--- src/rtl/protocore_pkg.sv ---
// Shared constants and state encoding for the protocore fetch/decode pair.
// Widths here match the 8-bit immediate and 24-bit instruction word.
package protocore_pkg;

  localparam int INSTR_WIDTH = 24;
  localparam int PC_WIDTH    = 8;
  localparam logic [3:0] OPC_HALT = 4'hF;

  typedef enum logic [1:0] {
    STOPPED = 2'b00,
    RUNNING = 2'b01,
    STEP    = 2'b10,
    HALTED  = 2'b11
  } fetch_state_e;

endpackage

--- src/rtl/sat_counter.sv ---
// Up-counter that sticks at all-ones instead of wrapping; synchronous clear.
module sat_counter #(
  parameter int WIDTH = 16
) (
  input  logic             clk,
  input  logic             clr,
  input  logic             en,
  output logic [WIDTH-1:0] count
);

  logic [WIDTH-1:0] count_q;
  logic [WIDTH-1:0] count_d;

  always_comb begin
    count_d = count_q;
    if (en && (count_q != {WIDTH{1'b1}})) begin
      count_d = count_q + 1'b1;
    end
  end

  always_ff @(posedge clk) begin
    if (clr) begin
      count_q <= '0;
    end else begin
      count_q <= count_d;
    end
  end

  assign count = count_q;

endmodule

--- src/rtl/instruction_fetch.sv ---
// PC / fetch stage with run-step-halt control and a retired-instruction counter.
// imem_addr is the combinational next PC; memory returns mem[pc] one cycle later.
module instruction_fetch
  import protocore_pkg::*;
#(
  parameter int PC_WIDTH    = protocore_pkg::PC_WIDTH,
  parameter int INSTR_WIDTH = protocore_pkg::INSTR_WIDTH,
  parameter int RESET_PC    = 0,
  parameter int CNT_WIDTH   = 16
) (
  input  logic                   clk,
  input  logic                   rst,
  input  logic                   run,
  input  logic                   step,
  output logic [PC_WIDTH-1:0]    imem_addr,
  input  logic [INSTR_WIDTH-1:0] imem_data,
  output logic [INSTR_WIDTH-1:0] instruction,
  output logic                   instr_valid,
  output logic [PC_WIDTH-1:0]    pc,
  input  logic                   pc_overwrite,
  input  logic [PC_WIDTH-1:0]    target,
  input  logic                   halt,
  output logic                   halted,
  output logic [CNT_WIDTH-1:0]   instr_count
);

  localparam logic [PC_WIDTH-1:0] RESET_PC_V = PC_WIDTH'(RESET_PC);

  fetch_state_e          state_q;
  fetch_state_e          state_d;
  logic [PC_WIDTH-1:0]   pc_q;
  logic [PC_WIDTH-1:0]   pc_d;
  logic                  valid_w;

  assign valid_w = (state_q == RUNNING) || (state_q == STEP);

  always_comb begin
    state_d = state_q;
    if (valid_w && halt) begin
      state_d = HALTED;
    end else begin
      case (state_q)
        STOPPED: begin
          if (run) begin
            state_d = RUNNING;
          end else if (step) begin
            state_d = STEP;
          end
        end
        RUNNING: begin
          if (!run) begin
            state_d = STOPPED;
          end
        end
        STEP:    state_d = STOPPED;
        HALTED:  state_d = HALTED;
        default: state_d = STOPPED;
      endcase
    end
  end

  always_ff @(posedge clk) begin
    if (rst) begin
      state_q <= STOPPED;
    end else begin
      state_q <= state_d;
    end
  end

  // Redirect and halt inputs only matter while a live instruction is on the bus.
  always_comb begin
    pc_d = pc_q + 1'b1;
    if (rst) begin
      pc_d = RESET_PC_V;
    end else if (!valid_w) begin
      pc_d = pc_q;
    end else if (halt) begin
      pc_d = pc_q;
    end else if (pc_overwrite) begin
      pc_d = target;
    end
  end

  always_ff @(posedge clk) begin
    if (rst) begin
      pc_q <= RESET_PC_V;
    end else begin
      pc_q <= pc_d;
    end
  end

  sat_counter #(
    .WIDTH (CNT_WIDTH)
  ) u_instr_count (
    .clk   (clk),
    .clr   (rst),
    .en    (valid_w),
    .count (instr_count)
  );

  assign imem_addr   = pc_d;
  assign pc          = pc_q;
  assign instr_valid = valid_w;
  assign instruction = valid_w ? imem_data : '0;
  assign halted      = (state_q == HALTED);

endmodule

--- config.mk ---
export PLATFORM = sky130hd
export DESIGN_NAME = instruction_fetch
export DESIGN_NICKNAME = d
export VERILOG_FILES = /design/src/rtl/protocore_pkg.sv /design/src/rtl/sat_counter.sv /design/src/rtl/instruction_fetch.sv
export SDC_FILE = /design/constraint.sdc
export NUM_CORES = 1
export LEC_CHECK = 0
export ABC_AREA = 1
export ABC_CLOCK_PERIOD_IN_PS = 2500
export CAP_MARGIN = 20
export CORE_ASPECT_RATIO = 0.8
export CORE_MARGIN = 2
export CORE_UTILIZATION = 30
export CTS_BUF_LIST = sky130_fd_sc_hd__clkbuf_2 sky130_fd_sc_hd__clkbuf_4 sky130_fd_sc_hd__clkbuf_8
export CTS_CLUSTER_SIZE = 24
export DETAILED_ROUTE_END_ITERATION = 7
export DONT_BUFFER_PORTS = 1
export GPL_TIMING_DRIVEN = 0
export PLACE_DENSITY = 0.51
export SYNTH_ARGS = -nofsm -noshare
export SYNTH_HDL_FRONTEND = slang
export SYNTH_SLANG_ARGS = --single-unit
--- constraint.sdc ---
create_clock -name clk -period 2.5 [get_ports clk]
set_clock_uncertainty 0.2 [all_clocks]
set_input_delay 0.375 -clock clk [delete_from_list [all_inputs] [get_ports clk]]
set_output_delay 0.375 -clock clk [all_outputs]
set_load 0.005 [all_outputs]
### Word-level counts from Yosys, hierarchy flattened

Index checks and enable logic that the tools add are counted.

* output and inout bits: 58
* bits in writable memories: 0
* bits in latches: 0
* ROM bits: 0
* register bits: 26
* memories: 0

* add/sub/neg operators: 2
* div/mod/pow operators: 0
* shifts and indexed selects: 0
* multiply operators: 0
* reductions and logical operators: 5
* equality and inequality tests: 6
* muxes and demuxes: 10
* magnitude comparators: 0
* bitwise gates (word level): 0

Operator list (number)
* two-way mux 8 bit: 4
* two-way mux 24 bit: 1
* adder 16 x 1 -> 16 bit, second input constant: 1
* inequality test 16 bit, second input constant: 1
* adder 8 x 1 -> 8 bit, second input constant: 1
* two-way mux 2 bit: 4
* one-hot mux 2 bit (4 select lines): 1
* == test 2 bit, second input constant: 2
* inequality test 4 bit, second input constant: 1
* inequality test 3 x 2 -> 1 bit, second input constant: 1
* == test 2 x 1 -> 1 bit, second input constant: 1
* logical AND 1 bit: 2
* zero test 2 bit: 1
* AND reduction 2 bit: 1
* logical OR 1 bit: 1

### Longest topological paths before layout

Gate-level depths: netlist of the first run.

* depth in word-level cells: 5
* depth in mapped cells: 9
* depth with buffers taken out: 9

### Cells and area by module

From an unflattened synthesis of the first run, not the netlist that was laid out.

* cell total of the unflattened synthesis: 310
* area, all modules: 1860.5 um^2

Modules (own cells, without submodules)
* instruction_fetch: times used 1, area an instance 930.9 um^2, cells each 161, sequential area each 200.2 um^2
* sat_counter: times used 1, area an instance 929.6 um^2, cells each 149, sequential area each 320.3 um^2

### Worst setup path before layout of the first run

No wires, ideal clock.

* path kind: register to output
* from: reg state_q[0]
* to: out imem_addr[0]
* data required time: 1.925 ns
* path slack: 0.465 ns
* cell stages (with the launch flop): 9
* data arrival time: 1.460 ns
* cells stage by stage: dfxtp_1 -> inv_1 -> ha_1 -> inv_1 -> nor2_2 -> inv_2 -> a21oi_1 -> o21ai_1 -> a21oi_1

* word-level cells in the longest chain between the ends: 4
* elaborated cells between the ends (all ways): 5

RTL lines
* from (decl): RTL line instruction_fetch.sv:29 `fetch_state_e state_q;`
* from (signal assigned): RTL line instruction_fetch.sv:66 `state_q <= state_d;`
* == test 2 x 1 -> 1 bit or == test 2 bit (tied branches): RTL line instruction_fetch.sv:35 `assign valid_w = (state_q == RUNNING) || (state_q == STEP);`
* logical OR 1 bit (*): RTL line instruction_fetch.sv:35
* net instr_valid: RTL line instruction_fetch.sv:18 `output logic instr_valid,`
* two-way mux 8 bit (*): RTL line instruction_fetch.sv:75 `end else if (!valid_w) begin`
* two-way mux 8 bit (*): RTL line instruction_fetch.sv:73 `if (rst) begin`
* to (decl): RTL line instruction_fetch.sv:15 `output logic [PC_WIDTH-1:0] imem_addr,`

Mark *: on every way through the listed nets, which the timed path passes. The rest lies on a longest branch.

### Worst setup path in the final report of the first run

* from: reg state_q[1]
* to: out imem_addr[3]

Same word-level chain as after synthesis.

==> flow_summary.json, run 1 <==
{
  "cts_tree": "done",
  "ioPinCount": 96,
  "dr.max_layer_used": "met4",
  "critPathArrivalTime_ns": 1.77,
  "wl_mm": 4.641,
  "drc": 0,
  "vias": 1742,
  "critPathKind": "flip-flop to output pin",
  "crit_path_start": "state_q[1]$_SDFFE_PP0P_",
  "drt_first_pass_iters": 4,
  "drive_gt1_frac": 0.1225,
  "fmax_mhz": 427.2,
  "hold_buffers": 0,
  "crit_chain": "inv_1 > ha_4 > inv_1 > nor2_4 > inv_2 > a21oi_1 > o21ai_0 > nor2_1",
  "grt_usage": 0.1332,
  "grt_pass1_wl_mm": 7.148,
  "setup_violations": 0,
  "die_w_um": 91.19,
  "cts_made_buffers": 3,
  "rows": 25,
  "cp-start-kind": "flip-flop",
  "yosysMostFrequentCell": "nand2_1",
  "finalHoldViolCount": 0,
  "initial_core_util": 0.3102,
  "area_delta_synth_final_pct": 10.36,
  "hold_path.class": "primary input to flip-flop",
  "outcome": "completed",
  "ys_warn_count": 0,
  "coreArea_um2": 5881,
  "synth_cells": 297,
  "layout_min_cycle_time_ns": 2.341,
  "slew_viol_final": 0,
  "final_core_util": 0.3423,
  "final.setup.tns_ns": 0,
  "crit_path_end_kind": "output pin",
  "path_common_cell": "inv_1",
  "slew_headroom": 0.5158,
  "synth_edf_count": 0,
  "netlist_area_um2": 1824,
  "yosys.area.top_type": "dfxtp_1",
  "antenna_found_initial": 0,
  "die-height_um": 73.75,
  "crit_buf_inv": 3,
  "clk_latency_ns": 0.27,
  "grt_max_degree": 15,
  "clock-root-buffer": "clkbuf_8",
  "synth-seq-cells": 26,
  "rsz0062_at_grt": "true",
  "cp_max_fo": 10,
  "r2r-start": "u_instr_count.count[0]$_SDFFE_PP0P_",
  "yosysTopAreaCellShare": 0.2853,
  "met2_length_mm": 2.034,
  "wl_met3_um": 306,
  "hpwl_mm": 3.643,
  "routedLengthMet1_mm": 2.258,
  "period_share": 0.9364,
  "synth_nets": 341,
  "wire_per_inst_um": 12.12,
  "peakVddDrop_v": 0.0002913,
  "multi_input_area_um2": 1100,
  "finalWorstSetupSlack_ns": 0.1589,
  "slowest_delay_ns": 0.34,
  "htreeDepth": 1,
  "maxCapViolCount": 0,
  "layout.cells.non_filler": 383,
  "worst_pin_slew_ns": 0.7263,
  "synth_common_cells": "nand2_1 (91), inv_1 (44), nor2_1 (32), dfxtp_1 (26), a21oi_1 (20)",
  "clockBufferDepth": 2,
  "ant_nets": 0,
  "crit_slowest_cell": "dfxtp_1",
  "required_ns": 1.92,
  "seq_area_frac_synth": 0.2853,
  "portBuffers": 0,
  "powerDensity_nw_per_um2": 916.9,
  "min_from": "pc_overwrite",
  "synth_ff_type": "dfxtp_1",
  "synth_area_per_cell_um2": 6.142,
  "grt_overflow_total": 0,
  "nNetsFinal": 347,
  "synthArstFlopShare": 0,
  "n_fill_cell": 669,
  "critPathTopFamily": "flip-flops",
  "path_clk_slew_ns": 0.10,
  "grt_pass1_vias": 1493,
  "diodes": 0,
  "dieArea_um2": 6724,
  "cts.sinks": 26,
  "via_per_inst": 4.548,
  "placed_cells": 378,
  "p_leak_nw": 0.9083,
  "synth_cell_types": 27,
  "register_area_um2": 521.8,
  "synth.area.top_cells": "dfxtp_1 (29%), nand2_1 (19%), inv_1 (9.1%)",
  "drt_iter0_drc": 49,
  "place_congestion": 0.7314,
  "pre_cts_ws_ns": 0.1060
}
report_power, final:
part           switching (mW)  total, mW  internal (mW)
combinational           0.659      0.995          0.335
sequential             0.0827      0.566          0.484
clock                   0.144      0.285          0.141
total                   0.886       1.85          0.960
stage by stage:
step | instance area [um^2] | total power, mW | hold WS, ns
floorplan | 1824 | 1.305 | 0.2803
global placement | 1926 | 1.513 | 0.3382
detailed placement | 1926 | 1.519 | 0.3392
CTS | 1997 | 1.838 | 0.09281
global route | 2013 | 2.035 | 0.09503
finish | 2013 | 1.846 | 0.09921
flip-flops by register name, summed over array words and instances, names as in the netlist:
| signal | count |
|---|---|
| state_q | 2 |
| pc | 8 |
| u_instr_count.count | 16 |
cell usage in the layout, fill, tap and decap left out, types with 3 or more instances in the layout:
cell and instances:
a21oi_1 19, a21oi_2 11, buf_2 4, clkbuf_8 4, dfxtp_1 25, ha_1 5, inv_1 44, nand2_1 91
nand3_1 12, nand4_1 5, nor2_1 32, nor3_1 4, o21ai_0 14, or2_2 3, xor2_1 6
cell families after synthesis:
logic type,Yosys count,synth area share
and+or+nand+nor,153,0.3477
buffers and inverters,55,0.1235
AOI/OAI and AO/OA,50,0.1687
DFF,26,0.2853
xor gates and xnor gates,7,0.03361
adders and majority gates,6,0.04115
final timing paths:
kind                                                             end  slack, ns  cells after the start
worst min register to register                      pc[5]$_SDFF_PP0_       0.36                      2
worst min-delay path                                pc[1]$_SDFF_PP0_        0.1                      2
worst max-delay path                                    imem_addr[3]       0.16                      8
worst max register to register  u_instr_count.count[11]$_SDFFE_PP0P_       0.56                      9
layer usage:
| metal | up-vias | track usage |
|---|---|---|
| met1 | 750 | 0.1772 |
| met2 | 47 | 0.2099 |
| li1 | 941 | - |
| met5 | - | 0 |
| met4 | 0 | 0.03030 |
| met3 | 4 | 0.04513 |
cell type report:
| class | count | area share |
|---|---|---|
| inverters | 46 | 0.08577 |
| multi-input cells | 216 | 0.5463 |
| flip-flops and latches | 26 | 0.2592 |
| plain buffers | 9 | 0.02735 |
| repair buffers | 1 | 0.003729 |
| well taps | 81 | 0.05034 |
| clock buffers | 4 | 0.02735 |
what timing repair did:
action,4_1_cts,5_1_grt
pin swaps,2,1
buffers inserted,1,0
setup endpoints to repair,27,15
gates resized for setup,3,4
Note: power is estimated with default switching activity, not from simulation.
==> run 2: changes to the inputs <==
- CORE_UTILIZATION: 30 -> 60
- PLACE_DENSITY: 0.51 -> 0.83
==> run 2 against run 1 <==
Against the previous run:
- total power rose by 2.7%
- hold slack improved by 0.0044 ns
- clock power rose by 24%
- die area fell by 48%
- worst setup slack improved by 0.0074 ns
- wire length fell by 8.5%
- critical path depth did not move
- count of clock-buffer cells in the layout fell by 1
- utilization rose by 36 points
- register-to-register slack got worse by 0.02 ns
- final area fell by 2.0%
- largest power group unchanged
- highest routed layer unchanged
==> flow_summary.json, run 2 (same netlist as run 1, synthesis figures left out) <==
{
  "drt_iter0_drc": 91,
  "vias": 1787,
  "rows": 17,
  "wl_mm": 4.247,
  "critPathKind": "flip-flop to output pin",
  "clockBufferDepth": 2,
  "r2r-start": "state_q[0]$_SDFFE_PP0P_",
  "hold_path.class": "primary input to flip-flop",
  "outcome": "completed",
  "antenna_found_initial": 0,
  "placed_cells": 335,
  "ant_nets": 0,
  "peakVddDrop_v": 0.0005593,
  "slew_headroom": 0.5561,
  "coreArea_um2": 2829,
  "nNetsFinal": 347,
  "grt_usage": 0.2466,
  "critPathArrivalTime_ns": 1.76,
  "p_leak_nw": 0.9086,
  "final.setup.tns_ns": 0,
  "min_from": "pc_overwrite",
  "clock-root-buffer": "clkbuf_8",
  "finalHoldViolCount": 0,
  "power.share.sequential": 0.299,
  "fmax_mhz": 428.5,
  "drive_gt1_frac": 0.1192,
  "place_area_um2": 1872,
  "path_clk_slew_ns": 0.10,
  "setup_violations": 0,
  "diodes": 0,
  "layout.cells.non_filler": 340,
  "final_common_cell": "nand2_1",
  "largest_reg_flops": 16,
  "maxCapViolCount": 0,
  "crit_path_start": "state_q[0]$_SDFFE_PP0P_",
  "die_w_um": 65.65,
  "critPathCapture": "imem_addr[3]",
  "p_clk_frac": 0.185,
  "p_comb_frac": 0.515,
  "cts_made_buffers": 3,
  "drc": 0,
  "r2r_slack_ns": 0.54,
  "power_switching_share": 0.4578,
  "worst_pin_slew_ns": 0.6658,
  "design_area_um2": 1973,
  "hpwl_mm": 3.261,
  "grt_pass1_vias": 1534,
  "grt_overflow_total": 0,
  "period_share": 0.9334,
  "cp_max_fo": 10,
  "register_area_um2": 521.8,
  "drt_first_pass_iters": 4,
  "area_delta_synth_final_pct": 8.162,
  "power_switching_mw": 0.8681,
  "r2r-end": "state_q[1]$_SDFFE_PP0P_",
  "portBuffers": 0,
  "required_ns": 1.92,
  "dieArea_um2": 3500,
  "n_fill_cell": 246,
  "multi_input_area_um2": 1100,
  "grt_pass1_wl_mm": 6.582,
  "worst-r2r-cell-count": 8,
  "via_per_inst": 5.256,
  "cts.sinks": 26,
  "p_int_mw": 1.028,
  "layout_min_cycle_time_ns": 2.334,
  "slew_viol_final": 0,
  "ioPinCount": 96,
  "clk_latency_ns": 0.28,
  "layout_common_cells": "nand2_1 (91), inv_1 (43), nor2_1 (32)",
  "place_congestion": 0.8795,
  "powerDensity_nw_per_um2": 961.1,
  "crit_path_end_kind": "output pin",
  "cts_tree": "done",
  "cp-start-kind": "flip-flop",
  "die-height_um": 53.32,
  "grt_max_degree": 16,
  "wire_per_inst_um": 12.49,
  "initial_core_util": 0.6448,
  "htreeDepth": 1,
  "rsz0062_at_grt": "false"
}
[run 2: cell count changes in the layout (fill, tap and decap cells not counted)]
cell       before  now
buf_1           0    2
buf_2           4    3
bufinv_16       0    1
clkbuf_2        1    0
clkbuf_8        4    3
inv_1          44   43
inv_2           2    3
[run 2: area by class of cell]
class                      count  area share
buffer                         9     0.02663
multi-input combinational    216      0.5574
timing repair buffer           1    0.003805
clock inverter                 1     0.01522
clock buffer                   3     0.02093
inverter                      46     0.08751
tap                           38     0.02410
sequential                    26      0.2644
[run 2: worst min-delay path by stage]
stage | to | slack (ns) | cells after the start
after floorplan | u_instr_count.count[8]$_SDFFE_PP0P_ | 0.28 | 2
after global placement | u_instr_count.count[8]$_SDFFE_PP0P_ | 0.33 | 2
after detailed placement | u_instr_count.count[8]$_SDFFE_PP0P_ | 0.33 | 2
after CTS | pc[1]$_SDFF_PP0_ | 0.09 | 2
after global routing | pc[0]$_SDFF_PP0_ | 0.10 | 2
final | pc[1]$_SDFF_PP0_ | 0.10 | 2
[run 2: power by group through the flow]
stage	combinational [mW]	clock (mW)	sequential [mW]
5_1_grt	1.11	0.380	0.584
6_report	0.977	0.352	0.568
2_1_floorplan	0.751	0	0.554
4_1_cts	0.957	0.363	0.564
3_3_place_gp	0.893	0	0.572
3_5_place_dp	0.915	0	0.574
[run 2: repair_timing]
| item | 4_1_cts | 5_1_grt |
|---|---|---|
| gates resized for setup | 4 | 2 |
| endpoints found under the hold margin | 0 | 0 |
| pin swaps | 1 | 3 |
| hold buffers | 0 | 0 |
| setup buffers | 0 | 1 |
| setup endpoints to repair | 7 | 15 |
[run 2: critical path, stage by stage, from the launching register on]
cell,delay [ns]
dfxtp_2,0.36
inv_1,0.09
ha_4,0.32
inv_1,0.07
nor2_4,0.13
inv_2,0.10
a21oi_1,0.12
o21ai_0,0.11
nor2_1,0.18
[run 2: layer usage]
layer	global-route usage	vias up	routed length (um)
met4	0.07639	0	50
met5	0	-	0
met3	0.08085	7	324
li1	-	940	-
met2	0.4175	66	2024
met1	0.2972	774	1847
[run 2: stage by stage]
step	hold slack, ns	setup slack, ns	power [mW]	utilization
after global placement	0.3253	0.1644	1.465	0.6617
after detailed placement	0.3308	0.1662	1.489	0.6617
after floorplan	0.2803	0.4645	1.305	-
final	0.1036	0.1664	1.896	0.6975
after CTS	0.09459	0.06555	1.883	0.6944
after global routing	0.1029	0.001764	2.078	0.6975
==> run 3: changes to the inputs <==
- PLACE_DENSITY: 0.83 -> default
- PLACE_DENSITY_LB_ADDON: default -> 0.1
==> run 3 against run 2 <==
Against the previous run:
- first-iteration DRC count grew 59%
- critical path depth is the same
- worst setup slack lost 0.049 ns
- largest cell class unchanged
- combinational power is essentially flat
- global-route usage grew 1.5 points
==> flow_summary.json, run 3 (same netlist as run 1, synthesis figures left out) <==
{
  "outcome": "completed",
  "crit_path_end_kind": "output pin",
  "hold_ws_ns": 0.1102,
  "nNetsFinal": 348,
  "vias": 1800,
  "drive_gt1_frac": 0.1221,
  "place_congestion": 0.8142,
  "htreeDepth": 1,
  "layout_min_cycle_time_ns": 2.383,
  "cp-start-kind": "flip-flop",
  "area_delta_synth_final_pct": 8.642,
  "r2r_slack_ns": 0.52,
  "grt_overflow_total": 0,
  "critPathKind": "flip-flop to output pin",
  "antenna_found_initial": 0,
  "dieArea_um2": 3500,
  "worst_pin_slew_ns": 0.6802,
  "hold_depth": 2,
  "power_switching_share": 0.4568,
  "largest_reg_flops": 16,
  "rows": 17,
  "path_common_cell": "inv_1",
  "hold_buffers": 0,
  "power.share.sequential": 0.293,
  "grt_pass1_vias": 1532,
  "design_area_um2": 1982,
  "p_int_mw": 1.042,
  "p_leak_nw": 0.9188,
  "via_per_inst": 5.279,
  "hold_path.class": "primary input to flip-flop",
  "slowest_delay_ns": 0.37,
  "finalHoldViolCount": 0,
  "final_core_util": 0.7006,
  "p_clk_frac": 0.181,
  "clk_latency_ns": 0.27,
  "wire_per_inst_um": 13.15,
  "crit_slowest_cell": "dfxtp_1",
  "layout_common_cells": "nand2_1 (91), inv_1 (44), nor2_1 (32)",
  "crit_chain": "inv_1 > ha_4 > inv_1 > nor2_4 > inv_2 > a21oi_1 > o21ai_0 > nor2_1",
  "p_comb_frac": 0.526,
  "die_w_um": 65.65,
  "die-height_um": 53.32,
  "final.setup.tns_ns": 0,
  "grt_usage": 0.2618,
  "wl_mm": 4.485,
  "drt_iter0_drc": 145,
  "initial_core_util": 0.6448,
  "ant_nets": 0,
  "cts_tree": "done",
  "cts.sinks": 26,
  "slew_headroom": 0.5465,
  "portBuffers": 0,
  "r2r-end": "state_q[1]$_SDFFE_PP0P_",
  "crit_buf_inv": 3,
  "coreArea_um2": 2829,
  "power_switching_mw": 0.8765,
  "fmax_mhz": 419.7,
  "grt_max_degree": 16,
  "setup_violations": 0,
  "hpwl_mm": 3.383,
  "maxCapViolCount": 0,
  "clockBufferDepth": 2,
  "period_share": 0.9530,
  "diodes": 0,
  "drc": 0,
  "path_clk_slew_ns": 0.09,
  "cp_max_fo": 10,
  "slew_viol_final": 0,
  "cts_made_buffers": 3,
  "place_area_um2": 1872,
  "powerDensity_nw_per_um2": 968.2,
  "final_common_cell": "nand2_1",
  "critPathTopFamily": "flip-flops",
  "ioPinCount": 96,
  "holdPathEnd": "pc[1]$_SDFF_PP0_",
  "min_from": "pc_overwrite",
  "worst-r2r-cell-count": 8,
  "grt_pass1_wl_mm": 6.927,
  "r2r-start": "state_q[0]$_SDFFE_PP0P_",
  "clock-root-buffer": "clkbuf_8",
  "critPathArrivalTime_ns": 1.81,
  "required_ns": 1.92,
  "peakVddDrop_v": 0.0004997,
  "drt_first_pass_iters": 4
}
-- run 3: changes by cell type in the layout (fill, tap and decap cells not counted) --
| cell | delta |
|---|---|
| buf_1 | -2 |
| buf_4 | +1 |
| clkbuf_2 | +2 |
| dfxtp_1 | +1 |
| dfxtp_2 | -1 |
| inv_1 | +1 |
| inv_2 | -1 |
-- run 3: cell type report --
type                    instances  area (um^2)
fillers                       259        847.1
repair buffers                  2        15.01
well taps                      38        47.55
multi-input cells             216         1100
clock inverters                 1        30.03
inverters                      46        172.7
clock buffers                   3        41.29
plain buffers                   9        55.05
flip-flops and latches         26        520.5
-- run 3: stage by stage --
stage               setup WS [ns]  power (mW)  std cells
floorplan                  0.4645       1.305        297
global placement           0.1792       1.475        335
detailed placement         0.1620       1.497        335
CTS                       0.05147       1.886        339
global route             -0.02975       2.088        341
finish                     0.1174       1.919        341
-- run 3: timing repair --
| item | 4_1_cts | 5_1_grt |
|---|---|---|
| pin swaps | 1 | 3 |
| hold endpoints to repair | 0 | 0 |
| setup buffers | 0 | 2 |
| resized for setup | 4 | 2 |
| setup endpoints to repair | 5 | 13 |
-- run 3: worst max-delay path by stage --
stage / from / to / slack (ns) / depth (start not counted)
3_3_place_gp: state_q[0]$_SDFFE_PP0P_ / imem_addr[0] / 0.18 / 8
5_1_grt: state_q[0]$_SDFFE_PP0P_ / imem_addr[0] / -0.03 / 8
3_5_place_dp: state_q[0]$_SDFFE_PP0P_ / imem_addr[0] / 0.16 / 8
6_report: state_q[0]$_SDFFE_PP0P_ / imem_addr[3] / 0.12 / 8
4_1_cts: state_q[0]$_SDFFE_PP0P_ / imem_addr[3] / 0.05 / 8
2_1_floorplan: state_q[0]$_SDFFE_PP0P_ / imem_addr[0] / 0.46 / 8
-- run 3: power by group through the flow --
stage | Clock (mW) | Sequential (mW) | Combinational (mW)
after global placement | 0 | 0.570 | 0.905
after detailed placement | 0 | 0.572 | 0.925
after floorplan | 0 | 0.554 | 0.751
final | 0.347 | 0.563 | 1.01
after CTS | 0.356 | 0.563 | 0.967
after global routing | 0.373 | 0.575 | 1.14
-- run 3: per-layer routing --
metal | global-route usage | vias up | wire, um
li1 | - | 937 | -
met1 | 0.3157 | 800 | 1927
met2 | 0.4512 | 59 | 2219
met3 | 0.07447 | 4 | 298
met4 | 0.08333 | 0 | 39
met5 | 0 | - | 0
